$ cat src/rtl/multicycle_control_pkg.sv
// Shared constants, state encoding and per-state control decode for the multicycle RV64 control FSM.
// Optional performance counters are built only when MULTICYCLE_PERF_EN is defined.
package multicycle_control_pkg;

    localparam logic [6:0] OP_RTYPE = 7'b0110011;
    localparam logic [6:0] OP_LD    = 7'b0000011;
    localparam logic [6:0] OP_SD    = 7'b0100011;
    localparam logic [6:0] OP_BEQ   = 7'b1100011;

    localparam logic [1:0] ALU_OP_ADD   = 2'b00;
    localparam logic [1:0] ALU_OP_SUB   = 2'b01;
    localparam logic [1:0] ALU_OP_FUNCT = 2'b10;

    localparam logic [1:0] SRC_A_PC   = 2'b00;
    localparam logic [1:0] SRC_A_RS1  = 2'b01;

    localparam logic [1:0] SRC_B_RS2  = 2'b00;
    localparam logic [1:0] SRC_B_FOUR = 2'b01;
    localparam logic [1:0] SRC_B_IMM  = 2'b10;

    typedef enum logic [3:0] {
        StIdle,
        StFetch,
        StDecode,
        StMemAdr,
        StMemRd,
        StMemWb,
        StMemWr,
        StExec,
        StAluWb,
        StBranch
    } state_e;

    // Purely state-decoded controls; pc_write/ir_write/illegal_op depend on inputs and live outside.
    typedef struct packed {
        logic       iord;
        logic       mem_read;
        logic       mem_write;
        logic       reg_write;
        logic       mem_to_reg;
        logic       pc_src;
        logic [1:0] alu_src_a;
        logic [1:0] alu_src_b;
        logic [1:0] alu_op;
    } ctrl_t;

    function automatic ctrl_t state_ctrl(input state_e st);
        ctrl_t c;
        c = '0;
        case (st)
            StFetch: begin
                c.mem_read  = 1'b1;
                c.iord      = 1'b0;
                c.alu_src_a = SRC_A_PC;
                c.alu_src_b = SRC_B_FOUR;
                c.alu_op    = ALU_OP_ADD;
            end
            StDecode: begin
                c.alu_src_a = SRC_A_PC;
                c.alu_src_b = SRC_B_IMM;
                c.alu_op    = ALU_OP_ADD;
            end
            StMemAdr: begin
                c.alu_src_a = SRC_A_RS1;
                c.alu_src_b = SRC_B_IMM;
                c.alu_op    = ALU_OP_ADD;
            end
            StMemRd: begin
                c.mem_read = 1'b1;
                c.iord     = 1'b1;
            end
            StMemWb: begin
                c.reg_write  = 1'b1;
                c.mem_to_reg = 1'b1;
            end
            StMemWr: begin
                c.mem_write = 1'b1;
                c.iord      = 1'b1;
            end
            StExec: begin
                c.alu_src_a = SRC_A_RS1;
                c.alu_src_b = SRC_B_RS2;
                c.alu_op    = ALU_OP_FUNCT;
            end
            StAluWb: begin
                c.reg_write  = 1'b1;
                c.mem_to_reg = 1'b0;
            end
            StBranch: begin
                c.alu_src_a = SRC_A_RS1;
                c.alu_src_b = SRC_B_RS2;
                c.alu_op    = ALU_OP_SUB;
                c.pc_src    = 1'b1;
            end
            default: c = '0;
        endcase
        return c;
    endfunction

endpackage

$ cat src/rtl/multicycle_perf_counters.sv
// Free-running cycle and retired-instruction counters; both wrap modulo 2^PERF_W.
// Instantiated by multicycle_control only when MULTICYCLE_PERF_EN is defined.
module multicycle_perf_counters #(
    parameter int unsigned PERF_W = 32
) (
    input  logic              clk_i,
    input  logic              rst_ni,
    input  logic              active_i,
    input  logic              retire_i,
    output logic [PERF_W-1:0] cycle_cnt_o,
    output logic [PERF_W-1:0] instr_cnt_o
);

    logic [PERF_W-1:0] cycle_cnt_q, cycle_cnt_d;
    logic [PERF_W-1:0] instr_cnt_q, instr_cnt_d;

    always_comb begin
        cycle_cnt_d = cycle_cnt_q;
        instr_cnt_d = instr_cnt_q;
        if (active_i) begin
            cycle_cnt_d = cycle_cnt_q + 1'b1;
        end
        if (retire_i) begin
            instr_cnt_d = instr_cnt_q + 1'b1;
        end
    end

    always_ff @(posedge clk_i or negedge rst_ni) begin
        if (!rst_ni) begin
            cycle_cnt_q <= '0;
            instr_cnt_q <= '0;
        end else begin
            cycle_cnt_q <= cycle_cnt_d;
            instr_cnt_q <= instr_cnt_d;
        end
    end

    assign cycle_cnt_o = cycle_cnt_q;
    assign instr_cnt_o = instr_cnt_q;

endmodule

$ cat src/rtl/multicycle_control.sv
// Main control FSM of the multicycle RV64 datapath (R-type, ld, sd, beq) with a memory-ready stall.
// Define MULTICYCLE_PERF_EN to build the cycle/instruction performance counters.
module multicycle_control
    import multicycle_control_pkg::*;
#(
    parameter int unsigned PERF_W = 32
) (
    input  logic              clk,
    input  logic              rst_n,
    input  logic [6:0]        opcode,
    input  logic              zero,
    input  logic              mem_ready,
    output logic              pc_write,
    output logic              ir_write,
    output logic              iord,
    output logic              mem_read,
    output logic              mem_write,
    output logic              reg_write,
    output logic              mem_to_reg,
    output logic              pc_src,
    output logic [1:0]        alu_src_a,
    output logic [1:0]        alu_src_b,
    output logic [1:0]        alu_op,
    output logic              illegal_op,
    output logic [PERF_W-1:0] cycle_cnt,
    output logic [PERF_W-1:0] instr_cnt
);

    state_e state_q, state_d;
    ctrl_t  ctrl_q;
    logic   illegal;

    always_comb begin
        state_d = state_q;
        illegal = 1'b0;
        case (state_q)
            StIdle:   state_d = StFetch;
            StFetch:  if (mem_ready) state_d = StDecode;
            StDecode: begin
                case (opcode)
                    OP_LD, OP_SD: state_d = StMemAdr;
                    OP_RTYPE:     state_d = StExec;
                    OP_BEQ:       state_d = StBranch;
                    default: begin
                        state_d = StFetch;
                        illegal = 1'b1;
                    end
                endcase
            end
            // IR is stable here, so re-decoding the opcode picks load vs store.
            StMemAdr: state_d = (opcode == OP_LD) ? StMemRd : StMemWr;
            StMemRd:  if (mem_ready) state_d = StMemWb;
            StMemWb:  state_d = StFetch;
            StMemWr:  if (mem_ready) state_d = StFetch;
            StExec:   state_d = StAluWb;
            StAluWb:  state_d = StFetch;
            StBranch: state_d = StFetch;
            default:  state_d = StIdle;
        endcase
    end

    // Controls are registered alongside the state so they are glitch-free for the whole state.
    always_ff @(posedge clk or negedge rst_n) begin
        if (!rst_n) begin
            state_q <= StIdle;
            ctrl_q  <= '0;
        end else begin
            state_q <= state_d;
            ctrl_q  <= state_ctrl(state_d);
        end
    end

    assign iord       = ctrl_q.iord;
    assign mem_read   = ctrl_q.mem_read;
    assign mem_write  = ctrl_q.mem_write;
    assign reg_write  = ctrl_q.reg_write;
    assign mem_to_reg = ctrl_q.mem_to_reg;
    assign pc_src     = ctrl_q.pc_src;
    assign alu_src_a  = ctrl_q.alu_src_a;
    assign alu_src_b  = ctrl_q.alu_src_b;
    assign alu_op     = ctrl_q.alu_op;

    assign ir_write   = (state_q == StFetch) && mem_ready;
    assign pc_write   = ((state_q == StFetch) && mem_ready) || ((state_q == StBranch) && zero);
    assign illegal_op = illegal;

`ifdef MULTICYCLE_PERF_EN
    logic retire;

    assign retire = (state_q == StMemWb) || (state_q == StAluWb) || (state_q == StBranch) ||
                    ((state_q == StMemWr) && mem_ready);

    multicycle_perf_counters #(
        .PERF_W(PERF_W)
    ) u_perf (
        .clk_i      (clk),
        .rst_ni     (rst_n),
        .active_i   (state_q != StIdle),
        .retire_i   (retire),
        .cycle_cnt_o(cycle_cnt),
        .instr_cnt_o(instr_cnt)
    );
`else
    assign cycle_cnt = '0;
    assign instr_cnt = '0;
`endif

endmodule

$ cat config.mk
export PLATFORM = sky130hd
export DESIGN_NAME = multicycle_control
export DESIGN_NICKNAME = d
export VERILOG_FILES = /design/src/rtl/multicycle_control_pkg.sv /design/src/rtl/multicycle_perf_counters.sv /design/src/rtl/multicycle_control.sv
export SDC_FILE = /design/constraint.sdc
export NUM_CORES = 1
export LEC_CHECK = 0
export ABC_AREA = 1
export BUFFER_PORTS_ARGS = -buffer_cell sky130_fd_sc_hd__buf_2
export CORE_MARGIN = 5
export CORE_UTILIZATION = 35
export DETAILED_ROUTE_END_ITERATION = 12
export MAX_ROUTING_LAYER = met4
export PLACE_DENSITY = 0.7
export SYNTH_ARGS = -nofsm -noshare
export SYNTH_HDL_FRONTEND = slang
export SYNTH_SLANG_ARGS = --single-unit
$ cat constraint.sdc
create_clock -name clk -period 1.9 [get_ports clk]
set_input_delay 0.57 -clock clk [delete_from_list [all_inputs] [get_ports clk]]
set_output_delay 0.57 -clock clk [all_outputs]
set_load 0.005 [all_outputs]
==> impl_results.md <==
- Run status: finished clean
- Insertion delay of the later-clocked pin in the worst-skew pair: 0.27 ns
- Vias/cell: 3.55
- Level count of the clock H-tree: 1
- Launch instance of the worst register-to-register path: state_q[3]$_DFF_PN0_
- Initial standard-cell utilization of the core: 37.1%
- Signal arrival time at the worst endpoint: roughly 1.3 ns
- Hold/Removal Path Class: primary input to asynchronous set/reset pin
- Final number of hold-violating endpoints: 0
- Placed Cells: 239
- Core outline area: 3420 sq um
- Number of hold buffers added after cts: 0
- Number of cells on the worst reg-to-reg path: 8
- Total power of the final layout: 0.00124 W
- Cell area after synthesis: 1270 sq um
- IO Port Bufs: 24
- Power density over the cells: 972 nW/um^2
- Largest Register: state_q
- # rows: 21
- Overall overflow remaining after global route: 0
- Clock root cell: sky130_fd_sc_hd__clkbuf_4
- Number of CTS-inserted buffers: 3
- Maximum number of pins on one net before global-route repair: 16
- Highest attainable clock frequency: approximately 540 MHz
- Detail Route Antenna Nets: 0
- Clock tree from TritonCTS: yes
- Crit path time final: 1.87 ns
- Number of global-route vias before repair: 759
- Die area: 4930 sq um
- Routed len/inst: 8.79 um
- Leak: about 0.85 nW
- Initial antenna violation count: 0
- CP max FO: 6
- Element type at the critical path start: register
- Gp weighted congestion: 0.824
- Layout cells sized above 1: 25.4%
- Area overhead of the layout relative to synthesis: 0.888%
- Unique cell type count in the Yosys netlist: 16
- Crit path capture type: output pin
- Count of non-filler cells in the finished layout: 247
- Length of the first detailed-routing pass in iterations: 4
- Die height: approximately 70 um
- VDD IR-drop max: roughly 270 uV
- Total routed wirelength: 2170 um
- Clk pin slew, worst setup/hold paths: 0.08 ns
- Fin Hold WS: 0.176 ns
- Post-synthesis register bit count: 15
- Maximum Capacitance Violations: 0
- Antenna cell count: 0
- Max clock buf depth: 2
- Worst R2R End: alu_src_b[1]$_DFF_PN0_
- Design area: between 1000 and 1500 sq um
- Count of endpoints failing setup in the final report: 0
- Total negative setup slack: 0 ns
- Global-route wire length before repair: 3170 um
- Worst path required time: 1.33 ns
- Number of nets in the final layout: 213
- Crit path launch: state_q[1]$_DFF_PN0_
- R2r setup slk: 0.46 ns
- Proportion of synthesized chip area in sequential cells: roughly 30%
- Final Max Tran Viols: 0
- Final period util: 98.3%
- Number of top-level pins: 90
- Count of synthesis-stage warnings from yosys: 0
- Critical Setup Path Class: register to output pin
- Worst clock skew: 0.000541 ns
- Syn_area_per_cell: 7.60 sq um
- Number of flip-flops under the largest register name: 4
- Number of clock sinks: 15
- Vias after detailed routing: 878
- Die X: 70.2 um
- Cells after Synth: 167
- Setup repair after global routing missed its margin: true
- Placed Instance Area: 1220 sq um
- Worst setup path endpoint: pc_write
- Detailed Place HPWL: 1840 um
- DRC violations left: 0
- Global-route total usage across every layer: 7.94%
- Violation count after the first detailed-routing iteration: 25
## layout make-up
| class | count | area, sq um |
|---|---|---|
| Fill cell | 381 | 2140 |
| Inverter | 20 | 75.1 |
| Clock buffer | 4 | 26.3 |
| Sequential cell | 15 | 378 |
| Tap cell | 46 | 57.6 |
| Multi-Input combinational cell | 131 | 571 |
| Timing Repair Buffer | 31 | 173 |
## cell usage in the layout, fill, tap and decap left out
master / n
sky130_fd_sc_hd__o21ai_0: 1
sky130_fd_sc_hd__conb_1: 65
sky130_fd_sc_hd__nand3_2: 4
sky130_fd_sc_hd__nor2_1: 14
sky130_fd_sc_hd__nor3_1: 3
sky130_fd_sc_hd__a21oi_1: 2
sky130_fd_sc_hd__inv_1: 17
sky130_fd_sc_hd__nand2_1: 30
sky130_fd_sc_hd__nand2_2: 1
sky130_fd_sc_hd__dfrtp_2: 2
sky130_fd_sc_hd__nand3_1: 3
sky130_fd_sc_hd__nor2_4: 4
sky130_fd_sc_hd__clkbuf_1: 1
sky130_fd_sc_hd__buf_4: 7
sky130_fd_sc_hd__inv_2: 3
sky130_fd_sc_hd__nand4_1: 1
sky130_fd_sc_hd__dfrtp_1: 13
sky130_fd_sc_hd__buf_2: 24
sky130_fd_sc_hd__nor2_2: 3
sky130_fd_sc_hd__clkbuf_4: 3
## Yosys cell counts (all sizes together)
cell	n	area (sq um)
nand3	7	55.1
conb	1	3.75
nor3	3	15.0
buf	65	488
inv	20	75.1
nor2	21	116
o21ai	1	5.00
a21oi	2	10.0
dfrtp	15	375
nand2	31	119
nand4	1	6.26
## worst min-delay path by stage
stage	start	to	slack (ns)	depth (start not counted)
CTS	rst_n	reg_write$_DFF_PN0_	0.19	1
global placement	rst_n	alu_src_b[1]$_DFF_PN0_	0.48	1
global route	rst_n	state_q[1]$_DFF_PN0_	0.19	1
detailed placement	rst_n	reg_write$_DFF_PN0_	0.48	1
finish	rst_n	reg_write$_DFF_PN0_	0.18	1
floorplan	rst_n	alu_op[0]$_DFF_PN0_	0.27	0
## critical path: stages (launching register included)
cell and delay (ns):
sky130_fd_sc_hd__dfrtp_1 0.46, sky130_fd_sc_hd__nor2_1 0.20, sky130_fd_sc_hd__nand3_1 0.16, sky130_fd_sc_hd__nand2_1 0.10, sky130_fd_sc_hd__buf_2 0.11
## routing by layer
| metal | part of all wire (%) | vias up | routed length [um] | global-route usage (%) |
|---|---|---|---|---|
| met3 | 13 | 4 | 275 | 1.58 |
| met2 | 48 | 64 | 1040 | 14.1 |
| met1 | 38 | 371 | 825 | 8.95 |
| li1 | - | 439 | - | - |
| met5 | 0 | - | 0 | - |
| met4 | 1.2 | 0 | 26 | 2.55 |
## timing repair
action,4_1_cts,5_1_grt
pin swaps,0,1
setup endpoints to repair,1,3
resized for setup,1,2
buffers inserted,1,3
## logic make-up (layout without fill, tap and decap cells)
group	Yosys count	in the layout	share of synthesized area, %
compound gates	3	3	1.18
simple gates	63	63	24.6
buf+inv	85	55	44.4
other cells	1	65	0.296
flops	15	15	29.6
## stage by stage
stage,setup slack (ns),util (%)
after floorplan,0.294,-
final,0.0332,37.5
after CTS,0.0121,36.8
after detailed placement,0.107,35.8
after global routing,-0.0642,37.5
after global placement,0.104,35.8
## power breakdown
part	internal, W	switching [W]	total, W	leakage [nW]
clock network	0.0000813	0.0000916	0.000173	0.0150
logic	0.000234	0.000383	0.000618	0.633
registers	0.000401	0.0000527	0.000453	0.197
total	0.000716	0.000528	0.00124	0.845
No activity file was read; power rests on OpenSTA's default activity.
